[src/rtl/pat_det_pkg.sv]
// -----------------------------------------------------------------------------
// pat_det_pkg
// Shared constants and helpers for the pattern-detection scheduler:
//   - power-on pattern (3'b110) and length (3)
//   - default maximum pattern length and match counter width
//   - clamp_len: limits a requested pattern length to the engine maximum
// -----------------------------------------------------------------------------
package pat_det_pkg;

  localparam int         PLEN_MAX_DEF = 8;
  localparam int         CNT_W_DEF    = 8;
  localparam logic [2:0] DEF_PATTERN  = 3'b110;
  localparam logic [3:0] DEF_LEN      = 4'd3;

  // Lengths above the engine maximum behave as the maximum.
  function automatic logic [3:0] clamp_len(input logic [3:0] len, input int unsigned plen_max);
    logic [3:0] len_c;
    if ({28'd0, len} > plen_max) begin
      len_c = plen_max[3:0];
    end else begin
      len_c = len;
    end
    return len_c;
  endfunction

endpackage

[src/rtl/pat_det_sched_rr_arbiter.sv]
// -----------------------------------------------------------------------------
// rr_arbiter
// Round-robin arbiter with its own rotating pointer.
//   clk, rstn : clock, synchronous active-low reset
//   en        : grant enable; when low no grant is issued
//   req       : NCH request lines
//   gnt       : one-hot grant (combinational from req, en and the pointer)
//   gnt_idx   : index of the granted request
//   gnt_any   : a grant (and hence a transfer) is happening this cycle
// Every grant is a transfer, so the pointer moves past the granted index
// whenever gnt_any is high and holds otherwise.
// -----------------------------------------------------------------------------
module rr_arbiter
  import pat_det_pkg::*;
#(
  parameter int NCH = 4,
  parameter int CHW = $clog2(NCH)
) (
  input  logic           clk,
  input  logic           rstn,
  input  logic           en,
  input  logic [NCH-1:0] req,
  output logic [NCH-1:0] gnt,
  output logic [CHW-1:0] gnt_idx,
  output logic           gnt_any
);

  logic [CHW-1:0] ptr_r;
  logic [CHW-1:0] idx_v;

  // First requester at or above the pointer, wrapping around.
  always_comb begin
    gnt     = {NCH{1'b0}};
    gnt_idx = {CHW{1'b0}};
    gnt_any = 1'b0;
    idx_v   = {CHW{1'b0}};
    if (en) begin
      for (int k = 0; k < NCH; k++) begin
        idx_v = CHW'((int'(ptr_r) + k) % NCH);
        if (!gnt_any && req[idx_v]) begin
          gnt[idx_v] = 1'b1;
          gnt_idx    = idx_v;
          gnt_any    = 1'b1;
        end else begin
          // earlier hit already taken, or no request here
          gnt_any = gnt_any;
        end
      end
    end else begin
      gnt_any = 1'b0;
    end
  end

  // Pointer moves to the channel after the one just served.
  always_ff @(posedge clk) begin
    if (!rstn) begin
      ptr_r <= {CHW{1'b0}};
    end else if (gnt_any) begin
      if (gnt_idx == CHW'(NCH - 1)) begin
        ptr_r <= {CHW{1'b0}};
      end else begin
        ptr_r <= gnt_idx + CHW'(1'b1);
      end
    end
  end

endmodule

[src/rtl/pat_det_sched.sv]
// -----------------------------------------------------------------------------
// pat_det_sched
// One programmable pattern-match engine shared by NCH serial bit channels.
// A round-robin arbiter accepts at most one bit per cycle; each channel keeps
// its own shift history, fill count and saturating match counter.
//   clk, rstn        : clock, synchronous active-low reset
//   cfg_we           : load cfg_pattern / cfg_len, clears all histories
//   cfg_pattern      : pattern, bit [len-1] is the first bit received
//   cfg_len          : pattern length (0 disables, > PLEN_MAX clamped)
//   cnt_clr          : clear all match counters
//   ch_valid, ch_bit : per-channel serial input
//   ch_ready         : one-hot grant (combinational, never from ch_bit)
//   match_valid      : one-cycle registered match pulse
//   match_ch         : channel of the last match
//   cnt_rd_ch        : counter read select
//   cnt_rd_data      : registered counter of the selected channel
// Build option PAT_DET_OVERLAP_EN: when defined, history and fill survive a
// match (overlapping detection); otherwise fill restarts at 0 after a match.
// -----------------------------------------------------------------------------
module pat_det_sched
  import pat_det_pkg::*;
#(
  parameter  int NCH      = 4,
  parameter  int PLEN_MAX = PLEN_MAX_DEF,
  parameter  int CNT_W    = CNT_W_DEF,
  localparam int CHW      = $clog2(NCH)
) (
  input  logic                clk,
  input  logic                rstn,
  input  logic                cfg_we,
  input  logic [PLEN_MAX-1:0] cfg_pattern,
  input  logic [3:0]          cfg_len,
  input  logic                cnt_clr,
  input  logic [NCH-1:0]      ch_valid,
  input  logic [NCH-1:0]      ch_bit,
  output logic [NCH-1:0]      ch_ready,
  output logic                match_valid,
  output logic [CHW-1:0]      match_ch,
  input  logic [CHW-1:0]      cnt_rd_ch,
  output logic [CNT_W-1:0]    cnt_rd_data
);

  localparam int FW = $clog2(PLEN_MAX + 1);

  logic [PLEN_MAX-1:0] pattern_r;
  logic [3:0]          len_r;
  logic [PLEN_MAX-1:0] hist_r [NCH];
  logic [FW-1:0]       fill_r [NCH];
  logic [CNT_W-1:0]    cnt_r  [NCH];
  logic                match_valid_r;
  logic [CHW-1:0]      match_ch_r;
  logic [CNT_W-1:0]    cnt_rd_data_r;

  logic                arb_en_s;
  logic [NCH-1:0]      gnt_s;
  logic [CHW-1:0]      g_s;
  logic                xfer_s;
  logic                bit_s;
  logic [PLEN_MAX-1:0] new_hist_s;
  logic [PLEN_MAX-1:0] mask_s;
  logic [FW-1:0]       fill_sat_s;
  logic [FW-1:0]       fill_nxt_s;
  logic                match_s;

  // Nothing is accepted while reconfiguring or in reset.
  assign arb_en_s = rstn & ~cfg_we;

  rr_arbiter #(
    .NCH (NCH),
    .CHW (CHW)
  ) u_arb (
    .clk     (clk),
    .rstn    (rstn),
    .en      (arb_en_s),
    .req     (ch_valid),
    .gnt     (gnt_s),
    .gnt_idx (g_s),
    .gnt_any (xfer_s)
  );

  assign ch_ready    = gnt_s;
  assign match_valid = match_valid_r;
  assign match_ch    = match_ch_r;
  assign cnt_rd_data = cnt_rd_data_r;

  // Shared engine: next history of the granted channel and the match test.
  always_comb begin
    bit_s      = ch_bit[g_s];
    new_hist_s = {hist_r[g_s][PLEN_MAX-2:0], bit_s};
    mask_s     = {PLEN_MAX{1'b0}};
    for (int i = 0; i < PLEN_MAX; i++) begin
      mask_s[i] = (i < int'(len_r));
    end
    if (int'(fill_r[g_s]) >= PLEN_MAX) begin
      fill_sat_s = fill_r[g_s];
    end else begin
      fill_sat_s = fill_r[g_s] + FW'(1'b1);
    end
    // fill+1 counts the incoming bit; only the low len bits are compared
    if (xfer_s && (len_r != 4'd0) && ((int'(fill_r[g_s]) + 1) >= int'(len_r)) &&
        (((new_hist_s ^ pattern_r) & mask_s) == {PLEN_MAX{1'b0}})) begin
      match_s = 1'b1;
    end else begin
      match_s = 1'b0;
    end
`ifdef PAT_DET_OVERLAP_EN
    fill_nxt_s = fill_sat_s;
`else
    if (match_s) begin
      fill_nxt_s = {FW{1'b0}};
    end else begin
      fill_nxt_s = fill_sat_s;
    end
`endif
  end

  // Pattern and length configuration.
  always_ff @(posedge clk) begin
    if (!rstn) begin
      pattern_r <= PLEN_MAX'(DEF_PATTERN);
      len_r     <= DEF_LEN;
    end else if (cfg_we) begin
      pattern_r <= cfg_pattern;
      len_r     <= clamp_len(cfg_len, PLEN_MAX);
    end
  end

  // Per-channel shift history and fill count.
  always_ff @(posedge clk) begin
    if (!rstn || cfg_we) begin
      for (int i = 0; i < NCH; i++) begin
        hist_r[i] <= {PLEN_MAX{1'b0}};
        fill_r[i] <= {FW{1'b0}};
      end
    end else if (xfer_s) begin
      hist_r[g_s] <= new_hist_s;
      fill_r[g_s] <= fill_nxt_s;
    end
  end

  // Registered match pulse and channel.
  always_ff @(posedge clk) begin
    if (!rstn) begin
      match_valid_r <= 1'b0;
      match_ch_r    <= {CHW{1'b0}};
    end else begin
      match_valid_r <= match_s;
      if (match_s) begin
        match_ch_r <= g_s;
      end
    end
  end

  // Saturating match counters, bumped from the registered pulse; clear wins.
  always_ff @(posedge clk) begin
    if (!rstn || cnt_clr) begin
      for (int i = 0; i < NCH; i++) begin
        cnt_r[i] <= {CNT_W{1'b0}};
      end
    end else if (match_valid_r && (cnt_r[match_ch_r] != {CNT_W{1'b1}})) begin
      cnt_r[match_ch_r] <= cnt_r[match_ch_r] + CNT_W'(1'b1);
    end
  end

  // Counter read port; an out-of-range select reads 0.
  always_ff @(posedge clk) begin
    if (!rstn) begin
      cnt_rd_data_r <= {CNT_W{1'b0}};
    end else if (int'(cnt_rd_ch) < NCH) begin
      cnt_rd_data_r <= cnt_r[cnt_rd_ch];
    end else begin
      cnt_rd_data_r <= {CNT_W{1'b0}};
    end
  end

endmodule

[config.mk]
export PLATFORM = sky130hd
export DESIGN_NAME = pat_det_sched
export DESIGN_NICKNAME = d
export VERILOG_FILES = /design/src/rtl/pat_det_pkg.sv /design/src/rtl/pat_det_sched_rr_arbiter.sv /design/src/rtl/pat_det_sched.sv
export SDC_FILE = /design/constraint.sdc
export NUM_CORES = 1
export LEC_CHECK = 0
export BUFFER_PORTS_ARGS = -buffer_cell sky130_fd_sc_hd__clkbuf_2
export CELL_PAD_IN_SITES_DETAIL_PLACEMENT = 0
export CELL_PAD_IN_SITES_GLOBAL_PLACEMENT = 1
export CORE_MARGIN = 5
export CORE_UTILIZATION = 35
export DETAILED_ROUTE_END_ITERATION = 6
export GPL_ROUTABILITY_DRIVEN = 0
export MAX_ROUTING_LAYER = met4
export PLACE_DENSITY = 0.64
export REMOVE_ABC_BUFFERS = 1
export SLEW_MARGIN = 20
export SYNTH_ARGS = -nofsm -noshare
export SYNTH_HDL_FRONTEND = slang
export SYNTH_SLANG_ARGS = --single-unit
[constraint.sdc]
create_clock -name clk -period 7.57 [get_ports clk]
set_input_delay 1.514 -clock clk [delete_from_list [all_inputs] [get_ports clk]]
set_output_delay 1.514 -clock clk [all_outputs]
set_load 0.05 [all_outputs]
==> impl_metrics.ini <==
[outcome]
status = complete, no violations

[detailed_routing]
routed_via_density = 5.24
drt_iter0_drc = 166
dr.pass1.iters = 4
detail_route.wl_per_cell_um = 17.8
vias = 3794
ant_nets = 0
drc = 0
drt-total-wl_um = 12900

[sta]
fin_crit_ns = 5.94
period_share_pct = 78.5
clock.fmax_ghz = 0.168
slew_headroom_pct = 32.1
final.setup.tns_ns = 0
rsz0062_at_grt = false
skew_ns = 0.0101
whs_ns = 0.531
max_slew.worst_pin.slew_ns = 1.01
drv_slew = 0
hold_viol_final = 0
setup_viol = 0

[grt]
grt.met1_usage_pct = 19.3
top_usage_layer = met2
gr-total-overflow = 0
grt_max_degree = 29
use_met2_pct = 24.9
use_met3_pct = 3.43
grt_usage_pct = 15.3
antenna_found_initial = 0
grt_pass1_vias = 3943
grt_pass1_wl_um = 20900

[logic_synthesis]
synth_cell_type_count = 50
yosys.area_share.adder_pct = 3.44
ys_ff_latch = 103
synth-edff-count = 76
synthMuxAreaShare_pct = 13.3
syn_area_mm2 = 0.00545
ys_warn_count = 0
yosys.area_share.simple_pct = 17.6
synth_top_family_by_area = simple AND/OR/NAND/NOR gates
synth_flop_cell = edfxtp_1
synth-compound-area-share_pct = 7.76
ys_async_sr_fraction_pct = 0
ys_seq_area_share_pct = 51.8
synth_xor_area_share_pct = 3.21
syn_area_per_cell_um2 = 11.4
synthCells = 479

[critical_path]
cp_max_fo = 23
worstPathCellList = inv_1 > ha_1 > mux4_2 > nor2b_1 > o211ai_1 > nand2_1 > buf_4 > nand2_1 > and3_1 > a31oi_1 > ha_1 > ha_1 > a21o_1 > a21o_1 > a21oi_1 > o21ai_0 > nand3_1 > nor4_4 > nor3_1
crit_slowest_cell = nor4_4
slowest_delay_ns = 0.85
startpoint_type = flop
endpoint_kind = flop
path_buf_inv = 2
worst_ep_required_time_ns = 7.63
critPathTopFamily = simple AND/OR/NAND/NOR gates
crit_top_cell = ha_1
arrival_ns = 6.00
critPathKind = flop to flop

[power_and_ir_drop]
powerDensity_mw_per_mm2 = 254
p_leak_nw = 2.48
ir_worst_vdd_mv = 0.152

[die]
core_area_mm2 = 0.0153
die_w_um = 135
initial_core_util_pct = 35.7
die_height_um = 135
std_cell_rows = 45
die_area_mm2 = 0.0182
io_pins = 41

[clocking]
post_cts_resized = 0
cts_buffers = 9
cts_hold_buf = 0
cts_setup_buffers = 0
cts_sinks = 103
tritoncts = yes
cts.clk_slew.worst_paths_ns = 0.07
clkLatencyLatePin_ns = 0.35
cts_max_level = 3
cts_buffer_depth = 2
cts_root_buffer = clkbuf_16

[cells_and_area]
syn_to_final_growth_pct = 14.0
nFillCells = 1494
drive_above_1_share_pct = 17.9
antennaDiodeCount = 0
nNetsFinal = 549
stdcell_area_mm2 = 0.00621
final_core_util_pct = 40.7

[worst_hold_path]
hp-class = flop to flop

[placement]
dp_hpwl_um = 9120
io_buffers = 40
placed_cell_area_mm2 = 0.00584

[job]
max_cap_viol_count = 0
[worst min-delay path, cell delays in order (launching register included)]
cell	delay, ns
dfxtp_1	0.37
mux2i_1	0.08
nand2_1	0.06
[Yosys cell counts, types with 2 or more instances]
library cell,number,area [µm²]
o31ai_1,2,15.0
clkbuf_1,23,86.3
o21ai_0,11,55.1
nor3_1,15,75.1
o211ai_1,5,37.5
nor2b_1,9,56.3
o21ai_1,2,10.0
inv_1,9,33.8
o221ai_1,3,26.3
mux2i_1,18,180
edfxtp_1,76,2280
a22oi_1,6,45.0
nor4_1,3,18.8
nor2_1,64,240
a221oi_1,4,35.0
a21oi_1,8,40.0
a31oi_1,4,25.0
buf_6,3,33.8
ha_1,15,188
nand2b_1,6,37.5
nand2_1,53,199
and3_1,19,119
dfxtp_1,27,541
mux4_2,23,518
xor2_1,13,114
a21o_1,3,22.5
and2_1,14,87.6
xnor2_1,7,61.3
nand3_1,10,50.1
a22o_1,4,35.0
[area by class of cell]
cell class / instances / area (µm²) / share of cell area, %
repair buffers: 46 / 245 / 3.95
clock buffers: 9 / 225 / 3.62
well taps: 211 / 264 / 4.25
inverters: 9 / 33.8 / 0.544
clock inverters: 7 / 149 / 2.40
multi-input cells: 339 / 2470 / 39.8
flip-flops and latches: 103 / 2820 / 45.4
[placed cells by master (no fill, tap or decap), types with 2 or more instances in the layout]
cell type,count
a21o_1,3
a21oi_1,8
a221oi_1,4
a22o_1,4
a22oi_1,6
a31oi_1,4
and2_1,14
and3_1,19
buf_4,6
bufinv_16,4
clkbuf_16,9
clkbuf_2,40
dfxtp_1,27
edfxtp_1,76
ha_1,15
inv_1,9
inv_6,2
mux2i_1,18
mux4_2,23
nand2_1,53
nand2b_1,6
nand3_1,10
nor2_1,64
nor2b_1,9
nor3_1,15
nor4_1,3
o211ai_1,5
o21ai_0,11
o221ai_1,3
xnor2_1,7
xor2_1,13
[stage by stage]
stage                     instances  worst slack (ns)  power, mW
after detailed placement        708              1.57       1.01
after CTS                       724              1.68       1.59
final                           724              1.63       1.58
after global routing            724              1.16       1.65
after global placement          708              1.66       1.01
after floorplan                 451              1.97      0.913
[path summary, 6_finish.rpt]
check | from | endpoint | slack [ns] | cells past startpoint
worst max-delay path | u_arb.ptr_r[0] | fill_r[0][0] | 1.63 | 19
worst min-delay path | pattern_r[1] | pattern_r[1] | 0.53 | 2
worst max register to register | u_arb.ptr_r[0] | fill_r[0][0] | 1.63 | 19
worst min register to register | pattern_r[1] | pattern_r[1] | 0.53 | 2
[flip-flops by register name, indices dropped and copies added (netlist names), named ones only]
| name | flops |
|---|---|
| match_valid | 1 |
| pattern_r | 8 |
| u_arb.ptr_r | 2 |
| fill_r | 16 |
| len_r | 4 |
| match_ch | 2 |
| cnt_r | 32 |
| hist_r | 28 |
| cnt_rd_data | 8 |
[power breakdown]
| part | internal (mW) | switching (mW) |
|---|---|---|
| Combinational | 0.122 | 0.194 |
| Sequential | 0.654 | 0.0285 |
| Clock | 0.362 | 0.220 |
| Total | 1.14 | 0.443 |
[logic make-up (layout without fill, tap and decap cells)]
logic type	after synthesis	count (layout)
and+or+nand+nor	201	201
buffers and inverters	37	71
xor gates and xnor gates	20	20
DFF	103	103
adders and majority gates	15	15
muxes	43	43
AOI/OAI and AO/OA	60	60
[per-layer routing]
metal	vias up	wire [µm]	share of wire, %
li1	1812	-	-
met1	1893	5900	46
met2	78	6310	49
met3	11	541	4.2
met4	0	162	1.3
met5	-	0	0
Note: power is estimated with default switching activity, not from simulation.
